===== src/rtl/store_queue_pkg.sv =====
// Shared LSQ types: FU/LSQ packets, memory access sizes, store-queue entry and load FSM states.
`ifndef LSQ_IDX_LEN
`define LSQ_IDX_LEN 3
`endif
`ifndef XLEN
`define XLEN 32
`endif

package store_queue_pkg;

  localparam int LSQ_IDX_LEN = `LSQ_IDX_LEN;
  localparam int XLEN        = `XLEN;

  typedef enum logic [1:0] {
    BYTE   = 2'd0,
    HALF   = 2'd1,
    WORD   = 2'd2,
    DOUBLE = 2'd3
  } MEM_SIZE;

  typedef struct packed {
    logic                   valid;
    logic                   load;
    logic                   store;
    logic [XLEN-1:0]        addr;
    logic [XLEN-1:0]        value;
    logic [LSQ_IDX_LEN-1:0] sq_pos;
    MEM_SIZE                mem_size;
  } FU_LSQ_PACKET;

  typedef struct packed {
    logic            valid;
    logic [XLEN-1:0] value;
  } LSQ_FU_PACKET;

  typedef struct packed {
    logic            addr_valid;
    logic [XLEN-1:0] addr;
    logic [XLEN-1:0] data;
    MEM_SIZE         size;
  } SQ_ENTRY;

  typedef enum logic [2:0] {
    IDLE = 3'd0,
    FWD  = 3'd1,
    REQ  = 3'd2,
    WAIT = 3'd3,
    DONE = 3'd4,
    DROP = 3'd5
  } LD_STATE;

  // Anything wider than a word is clipped to the 32-bit datapath.
  function automatic logic [2:0] size_bytes(input MEM_SIZE s);
    case (s)
      BYTE:    return 3'd1;
      HALF:    return 3'd2;
      default: return 3'd4;
    endcase
  endfunction

  function automatic logic [XLEN-1:0] size_mask(input MEM_SIZE s);
    case (s)
      BYTE:    return XLEN'(32'h0000_00FF);
      HALF:    return XLEN'(32'h0000_FFFF);
      default: return XLEN'(32'hFFFF_FFFF);
    endcase
  endfunction

endpackage


===== src/rtl/store_queue_fwd.sv =====
// Store-to-load forwarding search: scans stores older than a load, reports unresolved
// addresses and the youngest same-word store, whether it covers the load, and its word image.
module sq_fwd_search
  import store_queue_pkg::*;
#(
  parameter int SQ_DEPTH = 2**LSQ_IDX_LEN
) (
  input  SQ_ENTRY                entries [SQ_DEPTH],
  input  logic [LSQ_IDX_LEN-1:0] head_idx,
  input  logic [LSQ_IDX_LEN:0]   n_older,
  input  logic [XLEN-1:0]        ld_addr,
  input  MEM_SIZE                ld_size,
  output logic                   unknown,
  output logic                   match,
  output logic                   covers,
  output logic [XLEN-1:0]        fwd_word
);

  localparam int IW = LSQ_IDX_LEN;

  logic [IW-1:0] idx;
  logic [2:0]    s_lo, s_hi, l_lo, l_hi;

  // Walking oldest to youngest lets the youngest matching store win by overwriting.
  always_comb begin
    unknown  = 1'b0;
    match    = 1'b0;
    covers   = 1'b0;
    fwd_word = '0;
    idx      = '0;
    s_lo     = '0;
    s_hi     = '0;
    l_lo     = {1'b0, ld_addr[1:0]};
    l_hi     = l_lo + size_bytes(ld_size);
    for (int k = 0; k < SQ_DEPTH; k++) begin
      idx = head_idx + IW'(k);
      if (k < int'(n_older)) begin
        if (!entries[idx].addr_valid) begin
          unknown = 1'b1;
        end else if (entries[idx].addr[XLEN-1:2] == ld_addr[XLEN-1:2]) begin
          s_lo     = {1'b0, entries[idx].addr[1:0]};
          s_hi     = s_lo + size_bytes(entries[idx].size);
          match    = 1'b1;
          covers   = (s_lo <= l_lo) && (s_hi >= l_hi);
          fwd_word = entries[idx].data << {entries[idx].addr[1:0], 3'b000};
        end
      end
    end
  end

endmodule


===== src/rtl/store_queue.sv =====
// Circular store queue with commit/drain pointers and a single-load FSM that either
// forwards from an older store or reads memory. SQ_DEPTH must equal 2**LSQ_IDX_LEN.
module store_queue
  import store_queue_pkg::*;
#(
  parameter int SQ_DEPTH = 2**LSQ_IDX_LEN
) (
  input  logic                   clock,
  input  logic                   reset,
  input  logic                   alloc_en,
  output logic [LSQ_IDX_LEN-1:0] storeq_pos,
  output logic                   sq_full,
  input  FU_LSQ_PACKET           fu_lsq,
  output LSQ_FU_PACKET           lsq_fu,
  input  logic                   retire_store,
  input  logic                   squash,
  output logic                   mem_rd_req,
  output logic [XLEN-1:0]        mem_rd_addr,
  input  logic                   mem_rd_gnt,
  input  logic                   mem_rd_valid,
  input  logic [XLEN-1:0]        mem_rd_data,
  output logic                   mem_wr_en,
  output logic [XLEN-1:0]        mem_wr_addr,
  output logic [XLEN-1:0]        mem_wr_data,
  output MEM_SIZE                mem_wr_size,
  input  logic                   mem_wr_ready
);

  localparam int IW = LSQ_IDX_LEN;

  SQ_ENTRY         entries [SQ_DEPTH];
  logic [IW:0]     head, commit, tail, commit_next;
  logic [IW-1:0]   rel_pos;
  logic [IW:0]     n_older;
  logic            fwd_unknown, fwd_match, fwd_covers;
  logic [XLEN-1:0] fwd_word;
  LD_STATE         state, state_next;
  logic [XLEN-1:0] ld_addr, ld_data;
  MEM_SIZE         ld_size;

  assign sq_full     = (head[IW-1:0] == tail[IW-1:0]) && (head[IW] != tail[IW]);
  assign storeq_pos  = tail[IW-1:0];
  assign mem_wr_en   = (head != commit);
  assign mem_wr_addr = entries[head[IW-1:0]].addr;
  assign mem_wr_data = entries[head[IW-1:0]].data;
  assign mem_wr_size = entries[head[IW-1:0]].size;
  assign mem_rd_addr = {ld_addr[XLEN-1:2], 2'b00};

  // A load tagged at the head slot of a full queue sees every entry as older.
  assign rel_pos = fu_lsq.sq_pos - head[IW-1:0];
  assign n_older = (rel_pos == '0 && sq_full) ? (IW+1)'(SQ_DEPTH) : {1'b0, rel_pos};

  sq_fwd_search #(.SQ_DEPTH(SQ_DEPTH)) u_fwd_search (
    .entries  (entries),
    .head_idx (head[IW-1:0]),
    .n_older  (n_older),
    .ld_addr  (fu_lsq.addr),
    .ld_size  (fu_lsq.mem_size),
    .unknown  (fwd_unknown),
    .match    (fwd_match),
    .covers   (fwd_covers),
    .fwd_word (fwd_word)
  );

  always_comb begin
    commit_next = commit;
    if (retire_store && (commit != tail)) commit_next = commit + 1'b1;
  end

  // Squash rewinds the tail to the commit point so committed stores keep draining.
  always_ff @(posedge clock or negedge reset) begin
    if (!reset) begin
      head   <= '0;
      commit <= '0;
      tail   <= '0;
      for (int i = 0; i < SQ_DEPTH; i++) entries[i] <= '0;
    end else begin
      commit <= commit_next;
      if (mem_wr_en && mem_wr_ready) begin
        head <= head + 1'b1;
        entries[head[IW-1:0]].addr_valid <= 1'b0;
      end
      if (squash) begin
        tail <= commit_next;
      end else begin
        if (alloc_en && !sq_full) begin
          entries[tail[IW-1:0]].addr_valid <= 1'b0;
          tail <= tail + 1'b1;
        end
        if (fu_lsq.valid && fu_lsq.store) begin
          entries[fu_lsq.sq_pos] <= '{addr_valid: 1'b1, addr: fu_lsq.addr,
                                      data: fu_lsq.value, size: fu_lsq.mem_size};
        end
      end
    end
  end

  // The forwarded word is latched on entry to FWD so a drain of that store cannot disturb it.
  always_ff @(posedge clock or negedge reset) begin
    if (!reset) begin
      state   <= IDLE;
      ld_addr <= '0;
      ld_size <= BYTE;
      ld_data <= '0;
    end else begin
      state <= state_next;
      if (state == IDLE && fu_lsq.valid && fu_lsq.load) begin
        ld_addr <= fu_lsq.addr;
        ld_size <= fu_lsq.mem_size;
        ld_data <= fwd_word;
      end
      if (state == WAIT && mem_rd_valid) ld_data <= mem_rd_data;
    end
  end

  always_comb begin
    state_next = state;
    mem_rd_req = 1'b0;
    lsq_fu     = '0;
    case (state)
      IDLE: begin
        if (!squash && fu_lsq.valid && fu_lsq.load && !fwd_unknown) begin
          if (!fwd_match)      state_next = REQ;
          else if (fwd_covers) state_next = FWD;
        end
      end
      FWD:  state_next = squash ? IDLE : DONE;
      REQ: begin
        mem_rd_req = !squash;
        if (squash)          state_next = IDLE;
        else if (mem_rd_gnt) state_next = WAIT;
      end
      WAIT: begin
        if (squash)            state_next = mem_rd_valid ? IDLE : DROP;
        else if (mem_rd_valid) state_next = DONE;
      end
      DONE: begin
        lsq_fu.valid = !squash;
        lsq_fu.value = squash ? '0
                     : (ld_data >> {ld_addr[1:0], 3'b000}) & size_mask(ld_size);
        state_next   = IDLE;
      end
      DROP: if (mem_rd_valid) state_next = IDLE;
      default: state_next = IDLE;
    endcase
  end

endmodule

===== config.mk =====
export PLATFORM = sky130hd
export DESIGN_NAME = store_queue
export DESIGN_NICKNAME = d
export VERILOG_FILES = /design/src/rtl/store_queue_pkg.sv /design/src/rtl/store_queue_fwd.sv /design/src/rtl/store_queue.sv
export SDC_FILE = /design/constraint.sdc
export NUM_CORES = 2
export LEC_CHECK = 0
export CAP_MARGIN = 25
export CELL_PAD_IN_SITES_DETAIL_PLACEMENT = 1
export CELL_PAD_IN_SITES_GLOBAL_PLACEMENT = 1
export CORE_AREA = 2 2 279 556
export CTS_CLUSTER_SIZE = 20
export DETAILED_ROUTE_END_ITERATION = 6
export DIE_AREA = 0 0 281 558
export GPL_TIMING_DRIVEN = 0
export PLACE_DENSITY = 0.72
export SYNTH_ARGS = -nofsm -noshare
export SYNTH_HDL_FRONTEND = slang
export SYNTH_HIERARCHICAL = 1
export SYNTH_SLANG_ARGS = --single-unit

===== constraint.sdc =====
create_clock -name clock -period 17.7 [get_ports clock]
set_clock_uncertainty 0.15 [all_clocks]
set_input_delay 3.54 -clock clock [delete_from_list [all_inputs] [get_ports clock]]
set_output_delay 3.54 -clock clock [all_outputs]
set_load 0.01 [all_outputs]

==> results.tsv, run 1 <==
stage	metric	value	unit
status	status	stopped before the end	
status	Fail Step	global routing (5_1_grt)	
status	error msg	[ERROR GRT-0116] Global routing finished with congestion. Check the congestion regions in the DRC Viewer.	
synthesis	sequential share of the synthesized area	25.5	%
synthesis	ys async rst share	100	%
synthesis	post-synthesis cell area	0.0606	sq mm
synthesis	Gate Count Post-Synth	5425	
clock_network	Post-CTS Resized	0	
placed_design	Port Buffers	245	
clock_network	post-cts hold buffer count	0	
clock_network	Inserted Clock Buffers	66	
synthesis	number of synthesis warnings	6	
synthesis	number of flops mapped to enable cells by yosys	0	
global_route	total congestion overflow	8428	
global_route	Tot GR Track Use	84.9	%
global_route	via count of the first global-routing pass	87200	
floorplan	Chip Height	558	um
placed_design	DP HPWL	424	mm
clock_network	clock root buffer	clkbuf_16	
synthesis	Seq cells post-synth	617	
synthesis	library cells used by synthesis	107	
floorplan	Top Ports	249	
placed_design	DP Cell Count	7887	
floorplan	Initial Utilization	39.7	%
placed_design	gpl congestion	1.33	
floorplan	Die X	281	um
global_route	pin count of the biggest net entering global routing	131	
clock_network	H-tree depth	3	
floorplan	Site Rows	203	
clock_network	post-CTS setup buffers	0	
placed_design	dpl ws	5.49	ns
clock_network	Clock Sinks	617	
synthesis	syn_area_per_cell	11.2	sq um
clock_network	CTS Buffer Depth	3	
synthesis	top_reg_cell synth	dfrtp_1	
global_route	first-pass GRT wire length	961	mm
==> through the flow <==
step | util [%] | setup TNS [ns] | area (sq um) | hold slack (ns)
CTS | 45.9 | 0 | 70100 | 0.346
detailed placement | 44.4 | 0 | 67800 | 0.332
global placement | 43.0 | -8981.79 | 65600 | 0.325
floorplan | - | 0 | 60600 | 0.308
==> routing by layer <==
layer	overflow	global-route usage, %
met1	61	76.9
met2	6317	113
met3	91	62.0
met4	1947	93.4
met5	12	23.6
==> cells in the mapped netlist, types with 10 or more instances <==
cell type	number	area, sq um
a2111oi_0	14	123
clkinv_1	12	45.0
buf_4	111	833
nand3_1	98	490
clkbuf_1	155	582
a31o_2	10	87.6
a311oi_1	12	105
mux2_2	704	7930
and3_1	36	225
a31oi_1	38	238
and2_1	54	338
o211ai_1	30	225
o21ai_0	178	891
buf_2	165	826
mux4_2	678	15300
or3_1	12	75.1
buf_6	29	327
a22oi_1	29	218
nor4_1	24	150
inv_1	87	327
dfrtp_1	617	15400
nand4_1	32	200
a211oi_1	44	330
nor2_1	235	882
a211o_1	23	201
nand2_1	542	2030
fa_1	10	200
nor2b_1	22	138
nand2b_1	26	163
xnor2_1	199	1740
o2111ai_1	21	184
o221ai_1	28	245
or2_2	10	62.6
a21oi_1	156	781
nor3_1	52	260
buf_1	57	214
o22ai_1	127	795
a21o_1	15	113
xor2_1	32	280
mux2i_1	422	4220
a221oi_1	25	219
ha_1	55	688
==> cells by family after synthesis <==
| logic type | Yosys count | synth area share (%) |
|---|---|---|
| xor+xnor | 234 | 3.42 |
| simple gates | 1193 | 9.07 |
| flops | 617 | 25.5 |
| fa+ha+maj | 65 | 1.47 |
| compound gates | 881 | 9.84 |
| mux | 1806 | 45.3 |
| buf+inv | 628 | 5.38 |
| other cells | 1 | 0.00619 |
==> run 2: changes to the inputs <==
--- a/config.mk
+++ b/config.mk
@@ -6,14 +6,11 @@
 export NUM_CORES = 2
 export LEC_CHECK = 0
 export CAP_MARGIN = 25
-export CELL_PAD_IN_SITES_DETAIL_PLACEMENT = 1
-export CELL_PAD_IN_SITES_GLOBAL_PLACEMENT = 1
-export CORE_AREA = 2 2 279 556
-export CTS_CLUSTER_SIZE = 20
+export CORE_AREA = 2 2 496 498
 export DETAILED_ROUTE_END_ITERATION = 6
-export DIE_AREA = 0 0 281 558
+export DIE_AREA = 0 0 498 500
 export GPL_TIMING_DRIVEN = 0
-export PLACE_DENSITY = 0.72
+export PLACE_DENSITY_LB_ADDON = 0.15
 export SYNTH_ARGS = -nofsm -noshare
 export SYNTH_HDL_FRONTEND = slang
 export SYNTH_HIERARCHICAL = 1
==> run 2 against run 1 <==
Effect of this change: the flow now finishes, with violations (max-capacitance violations); synthesized cell count stayed put; area after synthesis is the same.
==> results.tsv, run 2 <==
stage	metric	value	unit	change
sta	Final Hold Viols	0		
clock_network	CTS Buffer Depth	3		unchanged
critical_path	Critical Path Max Stage Delay	0.75	ns	
routing	DRT iter0 DRCs	7421		
placed_design	gpl congestion	1.10		was 1.33
placed_design	dpl ws	4.52	ns	was 5.49 ns
critical_path	Worst Path Required	18.17	ns	
critical_path	Slowest-stage cell, CP	buf_2		
finish	area delta synth->final	16.9	%	
global_route	initial antenna violation count	32		
synthesis	number of flops mapped to enable cells by yosys	0		unchanged
clock_network	post-CTS setup buffers	0		unchanged
placed_design	DP HPWL	345	mm	was 424 mm
synthesis	ys async rst share	100	%	unchanged
finish	layout cells sized above 1	33.3	%	
global_route	pin count of the biggest net entering global routing	114		
finish	nets@finish	5999		
critical_path	cell family with most CP delay	buffers and inverters		
clock_network	Inserted Clock Buffers	80		was 66
finish	Multi-input gate area	0.0419	sq mm	
routing	Pre-antenna DRT Iters	7		
floorplan	Die ar.	0.249	sq mm	
routing	Detail Route Antenna Nets	0		
clock_network	post-cts hold buffer count	0		unchanged
floorplan	Die X	498	um	was 281 um
worst_hold_path	hold path startpoint	ld_data[2]$_DFFE_PN0P_		
clock_network	Worst-Skew Late Latency	0.78	ns	
clock_network	CTS tree	done		
finish	fillers	25500		
global_route	first-pass GRT wire length	558	mm	
sta	Fmax	72.9	MHz	
sta	Hold WS	0.341	ns	
critical_path	CP Data Arrival Time	14.19	ns	
floorplan	Site Rows	182		was 203
floorplan	Core Region	0.244	sq mm	
placed_design	Port Buffers	245		unchanged
synthesis	Gate Count Post-Synth	5425		unchanged
routing	DRC	0		
synthesis	most frequent cell after synthesis	mux2_2		unchanged
routing	WL/cell	47.1	um	
finish	commonest non-fill, non-tap cell in the layout	mux2_2		
sta	Final Setup Violations	0		
floorplan	Chip Height	500	um	was 558 um
worst_hold_path	min-delay worst type	reg -> reg		
routing	vias per cell	6.34		
job	Max Cap Viol	1		
clock_network	clock slew at reported path FFs	0.06	ns	
finish	Register Area	0.0154	sq mm	
synthesis	syn_area_per_cell	11.2	sq um	unchanged
global_route	via count of the first global-routing pass	55200		
routing	routed vias	57900		
critical_path	critical path capture point type	flip-flop		
synthesis	top_reg_cell synth	dfrtp_1		unchanged
global_route	total congestion overflow	0		
critical_path	crit path kind	reg -> reg		
synthesis	number of synthesis warnings	6		unchanged
sta	Sum Neg Setup Slack	0	ns	
critical_path	Critical Path Source Type	flip-flop		
finish	max FFs per register	536		
status	status	finished with violations		was stopped before the end
critical_path	reg-to-reg endpoint	state[1]$_DFFE_PN0P_		
synthesis	ranking of synthesized cells by area	dfrtp_1 (25%), mux4_2 (25%), mux2_2 (13%)		unchanged
clock_network	H-tree depth	3		unchanged
sta	setup slack after layout	3.98	ns	
synthesis	sequential share of the synthesized area	25.5	%	unchanged
synthesis	area share of the largest cell type after synthesis	25.5	%	unchanged
sta	pins over their slew limit	0		
status	failing checks	max-capacitance violations		
sta	pin slew with the least headroom to its limit	1.46	ns	
sta	crit share post-route	77.5	%	
clock_network	Post-CTS Resized	0		unchanged
critical_path	Worst Reg-to-Reg Cells	36		
floorplan	Initial Utilization	24.8	%	was 39.7%
sta	RSZ-0062 raised after global routing	no		
critical_path	worst reg2reg path startpoint	head[0]$_DFFE_PN0N_		
clock_network	clock root buffer	clkbuf_16		unchanged
critical_path	Top cell by count, worst path	buf_2		
sta	Tmin final	13.72	ns	
routing	final WL	430	mm	
critical_path	CP bufs+invs	19		
finish	most frequent cells in the layout	mux2_2 (704), mux4_2 (678), dfrtp_1 (617)		
clock_network	Clock Sinks	617		unchanged
finish	Regs by FF count	entries (536), ld_addr (32), ld_data (32)		
critical_path	R2R Setup Slk	3.98	ns	
synthesis	library cells used by synthesis	107		unchanged
global_route	Tot GR Track Use	33.5	%	
synthesis	post-synthesis cell area	0.0606	sq mm	unchanged
finish	most flop-heavy register	entries		
floorplan	Top Ports	249		unchanged
worst_hold_path	hold path depth	2		
critical_path	CP max FO	10		
sta	Rel. slew slack	1.61	%	
worst_hold_path	hold worst-path end	ld_data[2]$_DFFE_PN0P_		
synthesis	synth cell count leaders	mux2_2 (704), mux4_2 (678), dfrtp_1 (617)		unchanged
synthesis	Synth area leader	dfrtp_1		unchanged
synthesis	Seq cells post-synth	617		unchanged
## run 2: logic make-up (layout without fill, tap and decap cells)
group | after synthesis | after routing | synth area share [%]
multiplexers | 1806 | 1806 | 45.3
XOR/XNOR | 234 | 234 | 3.42
AND/OR/NAND/NOR | 1193 | 1193 | 9.07
AO/OA/AOI/OAI | 881 | 881 | 9.84
buffers and inverters | 628 | 1086 | 5.38
other | 1 | 31 | 0.00619
flip-flops | 617 | 617 | 25.5
adder cells (fa/ha/maj) | 65 | 65 | 1.47
## run 2: worst max-delay path by stage
stage,startpoint,slack (ns),endpoint,depth (start not counted)
detailed placement,head[0]$_DFFE_PN0N_,4.52,state[1]$_DFFE_PN0P_,36
global route,head[0]$_DFFE_PN0N_,4.06,state[1]$_DFFE_PN0P_,36
CTS,head[0]$_DFFE_PN0N_,4.49,state[1]$_DFFE_PN0P_,36
global placement,reset,-16.71,entries[524]$_DFFE_PN0P_,1
finish,head[0]$_DFFE_PN0N_,3.98,state[1]$_DFFE_PN0P_,36
floorplan,squash,9.15,lsq_fu[24],7
## run 2: area by class of cell
| class | instances | area share [%] |
|---|---|---|
| clock inverters | 26 | 0.405 |
| clock buffers | 118 | 3.34 |
| plain buffers | 522 | 4.05 |
| inverters | 106 | 0.562 |
| flip-flops and latches | 617 | 21.8 |
| repair buffers | 314 | 4.86 |
| well taps | 3220 | 5.69 |
| diodes | 29 | 0.102 |
| multi-input cells | 4181 | 59.2 |
## run 2: per-layer routing
layer / global-route usage (%) / routed length (um) / vias up
met5: 0 / 143 / -
met4: 25.2 / 39300 / 18
met3: 9.76 / 40100 / 1181
met2: 51.7 / 190000 / 4182
met1: 39.5 / 160000 / 30500
li1: - / - / 22000
## run 2: through the flow
step | instance area, sq um | cells | util (%)
3_3_place_gp | 67100 | 8891 | 27.4
4_1_cts | 70700 | 9095 | 28.9
3_5_place_dp | 68000 | 8951 | 27.8
6_report | 70800 | 9133 | 29.0
5_1_grt | 70700 | 9108 | 29.0
2_1_floorplan | 60600 | 5426 | -
## run 2: worst register-to-register path: cells and delay by family, from the launching register on
kind / cells / cell delay [ns]
AOI/OAI and AO/OA: 7 / 2.14
adders and majority gates: 4 / 1.22
buffers and inverters: 19 / 7.39
DFF: 1 / 0.48
muxes: 3 / 1.63
and+or+nand+nor: 3 / 0.55
Power of run 2 is left out: the tool's default activity adds up to more than one toggle a clock period on the data nets, which glitch-free logic cannot reach.
